$ cat src/rtl/alu_seq_ctrl.sv
// Multi-cycle sequencer for the regfile/ALU datapath: queues ALU commands in a small FIFO
// and steps each through EXEC/WB (optionally repeated) before pulsing done.
module alu_seq_ctrl #(
  parameter int unsigned FIFO_DEPTH    = 4,
  parameter int unsigned REP_W         = 8,
  parameter int unsigned Data_Width    = 32,
  parameter int unsigned Address_Width = 5
) (
  input  logic                          clk,
  input  logic                          rst,
  input  logic                          cmd_valid,
  output logic                          cmd_ready,
  input  logic [1:0]                    cmd_op,
  input  logic [Address_Width-1:0]      cmd_rs1,
  input  logic [Address_Width-1:0]      cmd_rs2,
  input  logic [Address_Width-1:0]      cmd_rd,
  input  logic [Data_Width-1:0]         cmd_imm,
  input  logic [REP_W-1:0]              cmd_rep,
  output logic [Address_Width-1:0]      rs1,
  output logic [Address_Width-1:0]      rs2,
  output logic [Address_Width-1:0]      rd,
  output logic                          en,
  output logic [Data_Width-1:0]         din,
  output logic                          ALUSrc,
  output logic [Data_Width-1:0]         ImmOp,
  output logic                          ALU_ctrl,
  input  logic [Data_Width-1:0]         ALUout,
  input  logic                          eq,
  output logic                          busy,
  output logic                          done,
  output logic [Data_Width-1:0]         done_result,
  output logic                          done_eq,
  output logic [$clog2(FIFO_DEPTH):0]   fifo_count
);

  localparam int unsigned PtrW = $clog2(FIFO_DEPTH);
  localparam int unsigned CntW = PtrW + 1;

  localparam logic [1:0] OpAdd  = 2'b00;
  localparam logic [1:0] OpSub  = 2'b01;
  localparam logic [1:0] OpAddi = 2'b10;
  localparam logic [1:0] OpCmp  = 2'b11;

  typedef struct packed {
    logic [1:0]               op;
    logic [Address_Width-1:0] rs1;
    logic [Address_Width-1:0] rs2;
    logic [Address_Width-1:0] rd;
    logic [Data_Width-1:0]    imm;
    logic [REP_W-1:0]         rep;
  } cmd_t;

  typedef enum logic [1:0] {StIdle, StExec, StWb, StDone} state_e;

  cmd_t                  mem_q [FIFO_DEPTH];
  cmd_t                  cmd_in;
  cmd_t                  head;
  logic [PtrW-1:0]       wr_ptr_q, rd_ptr_q;
  logic [CntW-1:0]       count_q, count_d;
  logic                  push, pop;

  state_e                state_q;
  logic [1:0]            op_q;
  logic [REP_W-1:0]      iter_q;
  logic [Data_Width-1:0] res_q;
  logic                  eqr_q;

  logic [Address_Width-1:0] rs1_q, rs2_q, rd_q;
  logic                     en_q, alusrc_q, aluctrl_q, done_q, done_eq_q;
  logic [Data_Width-1:0]    din_q, imm_q, done_result_q;

  assign cmd_in = '{op: cmd_op, rs1: cmd_rs1, rs2: cmd_rs2, rd: cmd_rd, imm: cmd_imm,
                    rep: cmd_rep};
  assign head   = mem_q[rd_ptr_q];

  assign cmd_ready = (count_q != CntW'(FIFO_DEPTH));
  assign push      = cmd_valid && cmd_ready;
  assign pop       = (state_q == StIdle) && (count_q != '0);

  always_comb begin
    count_d = count_q;
    if (push && !pop) begin
      count_d = count_q + CntW'(1);
    end else if (!push && pop) begin
      count_d = count_q - CntW'(1);
    end
  end

  // Storage carries no reset; validity is tracked solely by the pointers and count.
  always_ff @(posedge clk) begin
    if (push) begin
      mem_q[wr_ptr_q] <= cmd_in;
    end
  end

  always_ff @(posedge clk) begin
    if (rst) begin
      wr_ptr_q      <= '0;
      rd_ptr_q      <= '0;
      count_q       <= '0;
      state_q       <= StIdle;
      op_q          <= OpAdd;
      iter_q        <= '0;
      res_q         <= '0;
      eqr_q         <= 1'b0;
      rs1_q         <= '0;
      rs2_q         <= '0;
      rd_q          <= '0;
      en_q          <= 1'b0;
      din_q         <= '0;
      alusrc_q      <= 1'b0;
      imm_q         <= '0;
      aluctrl_q     <= 1'b0;
      done_q        <= 1'b0;
      done_result_q <= '0;
      done_eq_q     <= 1'b0;
    end else begin
      count_q <= count_d;
      if (push) wr_ptr_q <= wr_ptr_q + PtrW'(1);
      if (pop)  rd_ptr_q <= rd_ptr_q + PtrW'(1);

      unique case (state_q)
        StIdle: begin
          if (pop) begin
            op_q      <= head.op;
            rs1_q     <= head.rs1;
            rs2_q     <= head.rs2;
            rd_q      <= head.rd;
            imm_q     <= head.imm;
            alusrc_q  <= (head.op == OpAddi);
            aluctrl_q <= (head.op == OpSub) || (head.op == OpCmp);
            // CMP ignores its repeat field; a zero count still means one pass.
            iter_q    <= ((head.op == OpCmp) || (head.rep == '0)) ? REP_W'(1) : head.rep;
            state_q   <= StExec;
          end
        end
        StExec: begin
          res_q <= ALUout;
          eqr_q <= eq;
          if (op_q == OpCmp) begin
            done_q        <= 1'b1;
            done_result_q <= ALUout;
            done_eq_q     <= eq;
            state_q       <= StDone;
          end else begin
            en_q    <= (rd_q != '0);
            din_q   <= ALUout;
            state_q <= StWb;
          end
        end
        StWb: begin
          en_q   <= 1'b0;
          iter_q <= iter_q - REP_W'(1);
          if (iter_q == REP_W'(1)) begin
            done_q        <= 1'b1;
            done_result_q <= res_q;
            done_eq_q     <= eqr_q;
            state_q       <= StDone;
          end else begin
            state_q <= StExec;
          end
        end
        StDone: begin
          done_q  <= 1'b0;
          state_q <= StIdle;
        end
        default: state_q <= StIdle;
      endcase
    end
  end

  assign rs1         = rs1_q;
  assign rs2         = rs2_q;
  assign rd          = rd_q;
  assign en          = en_q;
  assign din         = din_q;
  assign ALUSrc      = alusrc_q;
  assign ImmOp       = imm_q;
  assign ALU_ctrl    = aluctrl_q;
  assign done        = done_q;
  assign done_result = done_result_q;
  assign done_eq     = done_eq_q;
  assign fifo_count  = count_q;
  assign busy        = (state_q != StIdle) || (count_q != '0);

endmodule
$ cat config.mk
export PLATFORM = sky130hd
export DESIGN_NAME = alu_seq_ctrl
export DESIGN_NICKNAME = d
export VERILOG_FILES = /design/src/rtl/alu_seq_ctrl.sv
export SDC_FILE = /design/constraint.sdc
export NUM_CORES = 1
export LEC_CHECK = 0
export ABC_AREA = 1
export CAP_MARGIN = 20
export CORE_AREA = 2 2 179 181
export DETAILED_ROUTE_END_ITERATION = 12
export DIE_AREA = 0 0 181 183
export PLACE_DENSITY = 0.72
export SLEW_MARGIN = 20
export SYNTH_ARGS = -nofsm -noshare
export SYNTH_HDL_FRONTEND = slang
export SYNTH_SLANG_ARGS = --single-unit
$ cat constraint.sdc
create_clock -name clk -period 5.6 [get_ports clk]
set_input_delay 0.84 -clock clk [delete_from_list [all_inputs] [get_ports clk]]
set_output_delay 0.84 -clock clk [all_outputs]
set_load 0.005 [all_outputs]
==> impl_metrics.json <==
{
  "numClockSinks": 397,
  "crit_fanout": 34,
  "io_buffers": 213,
  "syn2layout_area_growth_pct": 24.5,
  "root_buffer": "clkbuf_16",
  "ios": 214,
  "path_class": "flip-flop to flip-flop",
  "critPathSlowestCell": "nand2_1",
  "synth-xor-area-share_pct": 0.0577,
  "cts_buffer_depth": 3,
  "min_period_ns": 3.10,
  "synthArstFlopShare_pct": 0,
  "ys_warn_count": 0,
  "ctsHoldBuffers": 0,
  "die_h_um": 183,
  "synth_fp_nets": 1579,
  "timing.rr.start": "state_q[1]",
  "synth_mux_area_share_pct": 0,
  "syn_area_mm2": 0.0152,
  "hp-start": "done_result[29]",
  "synth.area.top_cells": "edfxtp_1, dfxtp_1, o21ai_0, nor2_1, a21oi_1",
  "layout-drive-gt1-share_pct": 5.44,
  "rsz0062_at_grt": "false",
  "end_kind": "flip-flop",
  "ir_drop_mv": 0.362,
  "clock_latency_ns": 0.54,
  "synth_top_area_share_pct": 45.1,
  "crit_required_ns": 5.99,
  "synth_top_family_by_area": "compound AO/OA/AOI/OAI gates",
  "relSlewSlack_pct": 30.0,
  "arrival_ns": 3.49,
  "fmax_mhz": 322,
  "period_share_pct": 55.4,
  "drv_cap": 0,
  "drtIter0Drc": 904,
  "ys_seq_area_share_pct": 67.4,
  "drv_slew": 0,
  "hold_viol_final": 0,
  "grt_pass1_vias": 10534,
  "dieWidth_um": 181,
  "clk_pin_slew_ns": 0.06,
  "start_kind": "flip-flop",
  "synth_compound_area_share_pct": 15.2,
  "gp_congestion": 0.752,
  "netlist_top_cells_count": "nor2_1, o21ai_0, edfxtp_1",
  "drt-total-wl_mm": 34.7,
  "die-area_mm2": 0.0331,
  "status": "finished, final reports clean",
  "core_mm2": 0.0312,
  "grt_overflow": 0,
  "start_util_pct": 48.6,
  "fin_cells": 2076,
  "p_leak_nw": 6.77,
  "cts_setup_buffers": 0,
  "clock_skew_ns": 0.0251,
  "synth.distinct_cells": 32,
  "finalSetupTns_ns": 0,
  "synthFlopType": "edfxtp_1",
  "grt_first_pass_wirelength_mm": 55.8,
  "wl_per_cell_um": 16.7,
  "synth_edf_count": 228,
  "via_per_inst": 5.35,
  "critical_path.cell_chain": "inv_1 -> ha_1 -> nand2_1 -> clkinv_1 -> buf_16 -> o211ai_1 -> a31oi_1",
  "cpPeakStageDelay_ns": 0.79,
  "nets": 1752,
  "rrSetupSlack_ns": 2.50,
  "post-route-drc-count": 0,
  "synthCells": 1473,
  "setup_viol_count_final": 0,
  "synth_most_common_cell": "nor2_1",
  "fp-row-count": 65,
  "whs_endpoint": "done_result[29]",
  "antenna_cells": 0,
  "synth_fa_ha_area_share_pct": 1.12,
  "dp.final_hpwl_mm": 20.7,
  "r2r_end": "en",
  "vias": 11102,
  "min_path_cells": 2,
  "hp-class": "flip-flop to flip-flop",
  "ys_seq_elements": 397,
  "first_pass_iters": 4,
  "dp_cells": 2005,
  "cts_tree": "built",
  "ff2ff_path_depth": 7,
  "cts_resized": 0,
  "numCtsBuffers": 40,
  "avgSynthCellArea_um2": 10.3,
  "grt_use_total_pct": 20.8,
  "yosys.area_share.simple_pct": 10.9,
  "synth_top_area_cell": "edfxtp_1",
  "antenna_found_initial": 0,
  "power_density_mw_per_mm2": 515,
  "worstMarginPinSlew_ns": 1.05,
  "postRouteAntennaNets": 0,
  "htree_levels": 2,
  "startpoint": "state_q[1]",
  "grt_max_degree": 118
}
[report_power, final]
part           switching (W)  leakage, nW  total [W]  internal, W
sequential          0.000271         3.49    0.00397      0.00370
combinational        0.00185         2.64    0.00308      0.00122
clock                0.00109        0.644    0.00269      0.00159
total                0.00322         6.77    0.00973      0.00651
[worst max path at each step]
stage | to
final | en
after global routing | fifo_count[2]
after CTS | en
after detailed placement | en
after global placement | mem_q[0][49]
after floorplan | mem_q[0][0]
[per-stage QoR]
step / total power (W) / setup WS [ns] / instance area [um^2] / utilization (%) / hold WS [ns]
floorplan: 0.00587 / 1.73 / 15200 / - / 0.429
global placement: 0.00699 / 2.21 / 17500 / 56.1 / 0.432
detailed placement: 0.00708 / 2.06 / 17500 / 56.1 / 0.437
CTS: 0.00978 / 2.05 / 18900 / 60.4 / 0.446
global route: 0.0104 / 2.20 / 18900 / 60.5 / 0.465
finish: 0.00973 / 2.50 / 18900 / 60.5 / 0.443
[metal layers]
layer	GRT usage, %	share of wire (%)
met1	28.8	44
met2	34.4	47
met3	3.28	6.6
met4	6.08	2.1
met5	0	0
[cells by family after synthesis]
kind of cell,Yosys count
flops,397
buf+inv,195
xor+xnor,1
fa+ha+maj,13
compound gates,445
simple gates,422
[registers in the layout, summed over array words and instances (netlist names), 3 cells and up, named ones only]
register and flops:
rs2 5, rd 5, done_result 32, rs1 5
ImmOp 32, mem_q 228, res_q 32, fifo_count 3
iter_q 8, din 32
[layout by cell type (no fill, tap or decap), types with 41 or more instances in the layout]
master and count:
o21ai_1 62, a21oi_1 93, a31oi_1 48, nor2_1 273, edfxtp_1 228, dfxtp_1 167
clkbuf_16 41, o21ai_0 236, clkdlybuf4s50_1 213, inv_1 93, nand2_1 102
[area by class of cell]
cell class | instances | area (um^2)
clock buffers | 55 | 1120
clock inverters | 15 | 216
fillers | 2535 | 12300
inverters | 101 | 388
multi-input cells | 881 | 4190
flip-flops and latches | 397 | 10200
well taps | 402 | 503
repair buffers | 225 | 2250
[critical path: cells and delay by family, from the launching register on]
kind	cells	cell delay, ns
buffers and inverters	3	1.26
and+or+nand+nor	1	0.79
DFF	1	0.40
adders and majority gates	1	0.27
AOI/OAI and AO/OA	2	0.24
Power figures use the tool's default switching activity.
